--- src/rtl/clkdiv_pkg.sv ---
// Shared types and defaults for the clkdiv_ctrl clock divider.
package clkdiv_pkg;

  localparam int WIDTH_DEF       = 32;
  localparam int DEFAULT_DIV_DEF = 50000;

  typedef enum logic [1:0] {
    ST_IDLE     = 2'd0,
    ST_RUN      = 2'd1,
    ST_STOPPING = 2'd2
  } state_e;

endpackage

--- src/rtl/clkdiv_cfg_if.sv ---
// Divisor-update handshake between a configuration master and clkdiv_ctrl.
interface clkdiv_cfg_if
  import clkdiv_pkg::*;
#(
  parameter int WIDTH = WIDTH_DEF
);

  // A transfer happens on a rising clk edge where cfg_valid && cfg_ready.
  // The master may hold cfg_valid high; cfg_div must stay stable while it does.
  logic             cfg_valid;
  logic             cfg_ready;
  logic [WIDTH-1:0] cfg_div;

  modport master (output cfg_valid, output cfg_div, input cfg_ready);
  modport slave  (input cfg_valid, input cfg_div, output cfg_ready);

endinterface

--- src/rtl/clkdiv_core.sv ---
// Half-period counter with terminal detect, divided-clock toggle and divisor register.
module clkdiv_core
  import clkdiv_pkg::*;
#(
  parameter int WIDTH       = WIDTH_DEF,
  parameter int DEFAULT_DIV = DEFAULT_DIV_DEF
) (
  input  logic             clk_i,
  input  logic             rst_i,
  input  logic             enable_i,
  input  logic             clear_i,
  input  logic             load_i,
  input  logic [WIDTH-1:0] load_val_i,
  output logic             clk_div_o,
  output logic             tick_o,
  output logic             terminal_o
);

  logic [WIDTH-1:0] count_q, count_d;
  logic [WIDTH-1:0] active_q, active_d;
  logic             clk_div_q, clk_div_d;

  // active_q is never zero, so the subtraction cannot underflow.
  assign terminal_o = (count_q == (active_q - WIDTH'(1)));
  assign tick_o     = enable_i && terminal_o;
  assign clk_div_o  = clk_div_q;

  always_comb begin
    count_d   = count_q;
    clk_div_d = clk_div_q;
    active_d  = active_q;
    if (enable_i) begin
      if (terminal_o) begin
        count_d   = '0;
        clk_div_d = ~clk_div_q;
      end else begin
        count_d = count_q + WIDTH'(1);
      end
    end
    if (clear_i) begin
      count_d = '0;
    end
    if (load_i) begin
      active_d = load_val_i;
    end
  end

  always_ff @(posedge clk_i) begin
    if (rst_i) begin
      count_q   <= '0;
      active_q  <= WIDTH'(DEFAULT_DIV);
      clk_div_q <= 1'b0;
    end else begin
      count_q   <= count_d;
      active_q  <= active_d;
      clk_div_q <= clk_div_d;
    end
  end

endmodule

--- src/rtl/clkdiv_ctrl.sv ---
// Run/stop FSM and divisor-update handshake around the clkdiv_core counter.
module clkdiv_ctrl
  import clkdiv_pkg::*;
#(
  parameter int WIDTH       = WIDTH_DEF,
  parameter int DEFAULT_DIV = DEFAULT_DIV_DEF
) (
  input  logic         clk,
  input  logic         rst,
  clkdiv_cfg_if.slave  cfg,
  input  logic         start,
  input  logic         stop,
  output logic         clk_div,
  output logic         tick,
  output logic         running,
  output logic         cfg_err,
  output state_e       state_o
);

  state_e           state_q, state_d;
  logic             pending_q, pending_d;
  logic [WIDTH-1:0] pend_div_q, pend_div_d;
  logic             cfg_err_q, cfg_err_d;
  logic             core_en, core_clr, core_load, terminal, capture;

  assign cfg.cfg_ready = !pending_q;
  assign capture       = cfg.cfg_valid && !pending_q;
  assign running       = (state_q != ST_IDLE);
  assign cfg_err       = cfg_err_q;
  assign state_o       = state_q;

  // While dividing, a new divisor only takes effect on a half-period boundary.
  assign core_load = pending_q && ((state_q == ST_IDLE) || (core_en && terminal));

  always_comb begin
    state_d  = state_q;
    core_en  = 1'b0;
    core_clr = 1'b0;
    case (state_q)
      ST_IDLE: begin
        if (start && !stop) state_d = ST_RUN;
      end
      ST_RUN: begin
        core_en = 1'b1;
        if (stop) begin
          if (!clk_div) begin
            core_en  = 1'b0;
            core_clr = 1'b1;
            state_d  = ST_IDLE;
          end else if (terminal) begin
            core_clr = 1'b1;
            state_d  = ST_IDLE;
          end else begin
            state_d = ST_STOPPING;
          end
        end
      end
      ST_STOPPING: begin
        core_en = 1'b1;
        if (terminal) begin
          core_clr = 1'b1;
          state_d  = ST_IDLE;
        end
      end
      default: state_d = ST_IDLE;
    endcase
  end

  always_comb begin
    pending_d  = pending_q;
    pend_div_d = pend_div_q;
    cfg_err_d  = 1'b0;
    if (core_load) begin
      pending_d = 1'b0;
    end
    if (capture) begin
      if (cfg.cfg_div == '0) begin
        cfg_err_d = 1'b1;
      end else begin
        pending_d  = 1'b1;
        pend_div_d = cfg.cfg_div;
      end
    end
  end

  always_ff @(posedge clk) begin
    if (rst) begin
      state_q    <= ST_IDLE;
      pending_q  <= 1'b0;
      pend_div_q <= '0;
      cfg_err_q  <= 1'b0;
    end else begin
      state_q    <= state_d;
      pending_q  <= pending_d;
      pend_div_q <= pend_div_d;
      cfg_err_q  <= cfg_err_d;
    end
  end

  clkdiv_core #(
    .WIDTH       (WIDTH),
    .DEFAULT_DIV (DEFAULT_DIV)
  ) u_core (
    .clk_i      (clk),
    .rst_i      (rst),
    .enable_i   (core_en),
    .clear_i    (core_clr),
    .load_i     (core_load),
    .load_val_i (pend_div_q),
    .clk_div_o  (clk_div),
    .tick_o     (tick),
    .terminal_o (terminal)
  );

endmodule
--- src/flat_wrapper.sv ---
// flat-port wrapper written by rule: the top's interface ports become plain ports
module clkdiv_ctrl_flat import clkdiv_pkg::*;
#(
  parameter int WIDTH       = WIDTH_DEF,
  parameter int DEFAULT_DIV = DEFAULT_DIV_DEF
)
  (clk, rst, start, stop, clk_div, tick, running, cfg_err, state_o, cfg_cfg_valid, cfg_cfg_div, cfg_cfg_ready);
  clkdiv_cfg_if #(.WIDTH(WIDTH)) cfg_i ();
  input  logic clk;
  input  logic rst;
  input  logic start;
  input  logic stop;
  output logic clk_div;
  output logic tick;
  output logic running;
  output logic cfg_err;
  output state_e state_o;
  input wire logic [$bits(cfg_i.cfg_valid)-1:0] cfg_cfg_valid;
  input wire logic [$bits(cfg_i.cfg_div)-1:0] cfg_cfg_div;
  output wire logic [$bits(cfg_i.cfg_ready)-1:0] cfg_cfg_ready;
  assign cfg_i.cfg_valid = cfg_cfg_valid;
  assign cfg_i.cfg_div = cfg_cfg_div;
  assign cfg_cfg_ready = cfg_i.cfg_ready;
  clkdiv_ctrl #(.WIDTH(WIDTH), .DEFAULT_DIV(DEFAULT_DIV)) u_core (.clk(clk), .rst(rst), .cfg(cfg_i), .start(start), .stop(stop), .clk_div(clk_div), .tick(tick), .running(running), .cfg_err(cfg_err), .state_o(state_o));
endmodule
--- config.mk ---
export PLATFORM = sky130hd
export DESIGN_NAME = clkdiv_ctrl_flat
export DESIGN_NICKNAME = d
export VERILOG_FILES = /design/src/rtl/clkdiv_pkg.sv /design/src/rtl/clkdiv_cfg_if.sv /design/src/rtl/clkdiv_core.sv /design/src/rtl/clkdiv_ctrl.sv /design/src/flat_wrapper.sv
export SDC_FILE = /design/constraint.sdc
export NUM_CORES = 1
export LEC_CHECK = 0
export ABC_AREA = 1
export ABC_CLOCK_PERIOD_IN_PS = 4100
export BUFFER_PORTS_ARGS = -buffer_cell sky130_fd_sc_hd__buf_4
export CORE_ASPECT_RATIO = 0.6
export CORE_MARGIN = 8
export CORE_UTILIZATION = 30
export CTS_CLUSTER_DIAMETER = 50
export DETAILED_ROUTE_END_ITERATION = 12
export GPL_TIMING_DRIVEN = 0
export PLACE_DENSITY = 0.54
export SYNTH_ARGS = -nofsm -noshare
export SYNTH_HDL_FRONTEND = slang
export SYNTH_HIERARCHICAL = 1
export SYNTH_SLANG_ARGS = --single-unit
--- constraint.sdc ---
create_clock -name clk -period 4.1 [get_ports clk]
set_input_delay 0.41 -clock clk [delete_from_list [all_inputs] [get_ports clk]]
set_output_delay 0.41 -clock clk [all_outputs]
set_load 0.05 [all_outputs]
==> run_results.csv <==
group,metric,value,unit
worst_setup_path,worst-endpoint-required,4.33,ns
worst_setup_path,critical_path.most_common_cell,"nand2_1",
sta,slew_violations,0,
synth,leading_cell_types_by_total_area_after_synthesis,"dfxtp_1, nor2_1, nand2_1, inv_1, xor2_1",
floorplan,floorplan.io_pins,44,
synth,seq_area_frac_synth,33.55,%
synth,per_instance_average_area_after_synthesis,6.398,um^2
layout,area_growth_syn_to_layout,15.65,%
power_and_ir_drop,power.clock.fraction,26.4,%
worst_setup_path,worst-path-max-fanout,10,
synth,synth_top_cell_by_area,"dfxtp_1",
sta,max-slew-margin-rel,55.96,%
route,detail_route.iter0.violations,440,
layout,count_of_antenna_diodes_in_the_layout,0,
synth,synth.net_count,985,
clock_network,cts.sinks,101,
clock_network,tritoncts,"built",
placed_design,hpwl,13770,um
grt,antenna_violations_before_repair,0,
power_and_ir_drop,switching_share,38.76,%
worst_setup_path,critical-path-top-delay-family,"simple AND/OR/NAND/NOR gates",
synth,yosysMostFrequentCell,"nor2_1",
floorplan,die-width,199.0,um
worst_setup_path,worst_path_largest_cell_delay,0.31,ns
worst_hold_path,hp-class,"input pin to flop",
worst_setup_path,worst_case_register_to_register_setup_slack,0.33,ns
worst_setup_path,worstSetupPathType,"flop to flop",
sta,clock_skew,0.006530,ns
synth,synth-async-reset-ratio,0,%
route,routed_wl,16720,um
synth,count_of_distinct_cell_types_in_the_synthesized_netlist,33,
worst_setup_path,timing.critical_path.buf_inv,4,
clock_network,clock-root-buffer,"clkbuf_16",
layout,drive_above_1_share,10.60,%
floorplan,chipHeight,125.8,um
worst_setup_path,critical-path-slowest-cell,"dfxtp_1",
worst_setup_path,worst_setup_path_start_kind,"flop",
outcome,outcome,"finished, final reports clean",
power_and_ir_drop,power_density_cells,440.2,nW/um^2
floorplan,row_cnt,40,
synth,yosys_register_bits,101,
clock_network,cts_max_path_buffers,2,
floorplan,fp.dieArea,25030,um^2
layout,nFillCells,2219,
floorplan,core_area,19870,um^2
power_and_ir_drop,vdd_drop_max,0.3719,mV
power_and_ir_drop,leakage,3.226,nW
worst_hold_path,timing.hold.worst.start,"rst",
synth,synth.top_cell.area_share,33.55,%
synth,netlist_area,6027,um^2
sta,rsz_0062_raised_after_global_routing,"false",
sta,hold_violations,0,
route,dr_total_vias,5720,
clock_network,cts_setup_buffers,0,
sta,max_slew.worst_pin.slew,0.6576,ns
clock_network,ctsHtreeMaxLevel,3,
sta,finalWorstPathRequiredPeriod,3.769,ns
power_and_ir_drop,design_power_total,0.003068,W
worst_setup_path,critical_path.startpoint,"u_core/u_core/active_q[0]$_SDFFE_PP0P_",
layout,instances_no_fill,1273,
worst_setup_path,worstReg2RegStart,"u_core/u_core/active_q[0]$_SDFFE_PP0P_",
synth,synth_top_cells_by_count,"nor2_1, nand2_1, inv_1, dfxtp_1, nand3_1",
sta,fin_crit_sh,91.93,%
power_and_ir_drop,share_seq_of_total_power,39.8,%
worst_setup_path,crit_chain,"inv_1 -> ha_1 -> nand2_1 -> nor2_2 -> nand2_1 -> nor2_1 -> nand2_1 -> nand2_1 -> nand2_1 -> nor2_1 -> nand3_1 -> nor2_4 -> nand3_1 -> nand2_1 -> inv_1 -> nor2_1 -> inv_1 -> clkbuf_1 -> o21ai_0 -> a21oi_1",
worst_setup_path,cp-end-kind,"flop",
grt,vias_in_the_first_global_route,5195,
clock_network,cts_hold_buf,0,
synth,synth_warnings,6,
placed_design,number_of_placed_cells_counting_well_taps,1258,
sta,clock.fmax,0.2653,GHz
sta,totalNegativeSetupSlack,0,ns
synth,commonest_register_cell_after_synthesis,"dfxtp_1",
grt,largest_net_degree_at_the_start_of_global_routing,17,
route,drt-vias-per-instance,4.493,
route,drt_pass1_iterations,5,
clock_network,cts-buffers-inserted,9,
worst_setup_path,arrival,4.00,ns
power_and_ir_drop,p_int,0.001879,W
power_and_ir_drop,p_comb_share,33.7,%
clock_network,clk-insertion-delay-late,0.36,ns
flow_run,maxCapViolations,0,
power_and_ir_drop,p_switching,0.001189,W
layout,num-nets-final,1039,
clock_network,path_clk_slew,0.07,ns
route,antenna_violating_nets_post_route,0,
route,wl_per_cell,13.13,um
clock_network,number_of_gates_resized_after_cts,0,
floorplan,initial_utilization,30.33,%
grt,grtUsageTotal,13.73,%
placed_design,globalplace.congestion,0.8898,
grt,sum_of_overflow_across_all_layers_after_global_routing,0,
grt,grt_pass1_wl,27300,um
sta,timing.final.setup_violations,0,
route,drc,0,
placed_design,port-buffer-count,43,
synth,post_synth_edffs,0,
synth,postSynthCellCount,942,
sequential cells by signal (all words and copies together), names as in the netlist:
signal,cells
u_core/pend_div_q,32
u_core/u_core/active_q,32
u_core/u_core/count_q,32
u_core/state_o,2
u_core/cfg_err,1
u_core/pending_q,1
u_core/u_core/clk_div_o,1
area by class of cell:
type / instances / area, um^2 / area share [%]
inverters: 121 / 454.2 / 6.516
well taps: 273 / 341.6 / 4.900
plain buffers: 26 / 206.4 / 2.962
flip-flops and latches: 101 / 2022 / 29.01
clock inverters: 4 / 35.03 / 0.5026
multi-input cells: 694 / 3346 / 48.00
clock buffers: 11 / 242.7 / 3.482
repair buffers: 43 / 322.8 / 4.631
layout by cell type (no fill, tap or decap), types with 2 or more instances in the layout:
master,instances
a21oi_1,13
inv_1,115
o21bai_1,3
xnor2_1,19
clkinv_4,4
nand2_4,2
nor3_1,13
nand4_1,14
nand2_2,3
inv_2,4
o21ai_0,40
nand3_2,9
nor2_4,5
buf_6,14
nor2_1,247
ha_1,6
nand2_1,198
clkbuf_16,9
o21ai_1,2
xor2_1,37
clkbuf_1,9
buf_4,43
nand3_1,64
dfxtp_1,101
nand3b_1,5
buf_2,2
nor2_2,7
clkinv_1,2
power groups by stage:
stage	Combinational, W	Clock (W)	Sequential [W]
final	0.00103	0.000811	0.00122
after global routing	0.00117	0.000877	0.00124
after CTS	0.00103	0.000838	0.00122
after detailed placement	0.00102	0	0.00125
after global placement	0.00101	0	0.00125
after floorplan	0.000725	0	0.00124
metal layers:
metal  wire length, um  up-vias  part of all wire, %  GRT usage (%)
met1              9710     2553                   58          22.75
met2              5717      133                   34          16.64
li1                  -     3022                    -              -
met4               129        0                 0.77          2.779
met3              1158       12                  6.9          3.218
met5                 0        -                    0              0
worst paths after layout:
path,cells past startpoint,endpoint
setup / recovery,20,u_core/u_core/active_q[5]$_SDFFE_PP0P_
hold / removal,2,u_core/pending_q$_SDFF_PP0_
setup reg to reg,20,u_core/u_core/active_q[5]$_SDFFE_PP0P_
hold reg to reg,2,u_core/pending_q$_SDFF_PP0_
cell families (layout without fill, tap and decap cells):
group                      after synthesis  in the layout  synth area share (%)
AOI/OAI and AO/OA                       62             62                 5.439
xor gates and xnor gates                56             56                 8.138
adders and majority gates                6              6                 1.246
buffers and inverters                  147            205                 10.94
DFF                                    101            101                 33.55
and+or+nand+nor                        570            570                 40.69
per-stage QoR:
stage	hold WS, ns	setup slack [ns]	utilization, %	area [um^2]
after floorplan	0.4369	1.316	-	6027
after global placement	0.4549	0.3626	33.68	6691
after detailed placement	0.4623	0.3621	33.68	6691
after CTS	0.2967	0.3406	35.08	6969
after global routing	0.2955	0.01897	35.08	6970
final	0.2949	0.3308	35.08	6970
Power figures use the tool's default switching activity.
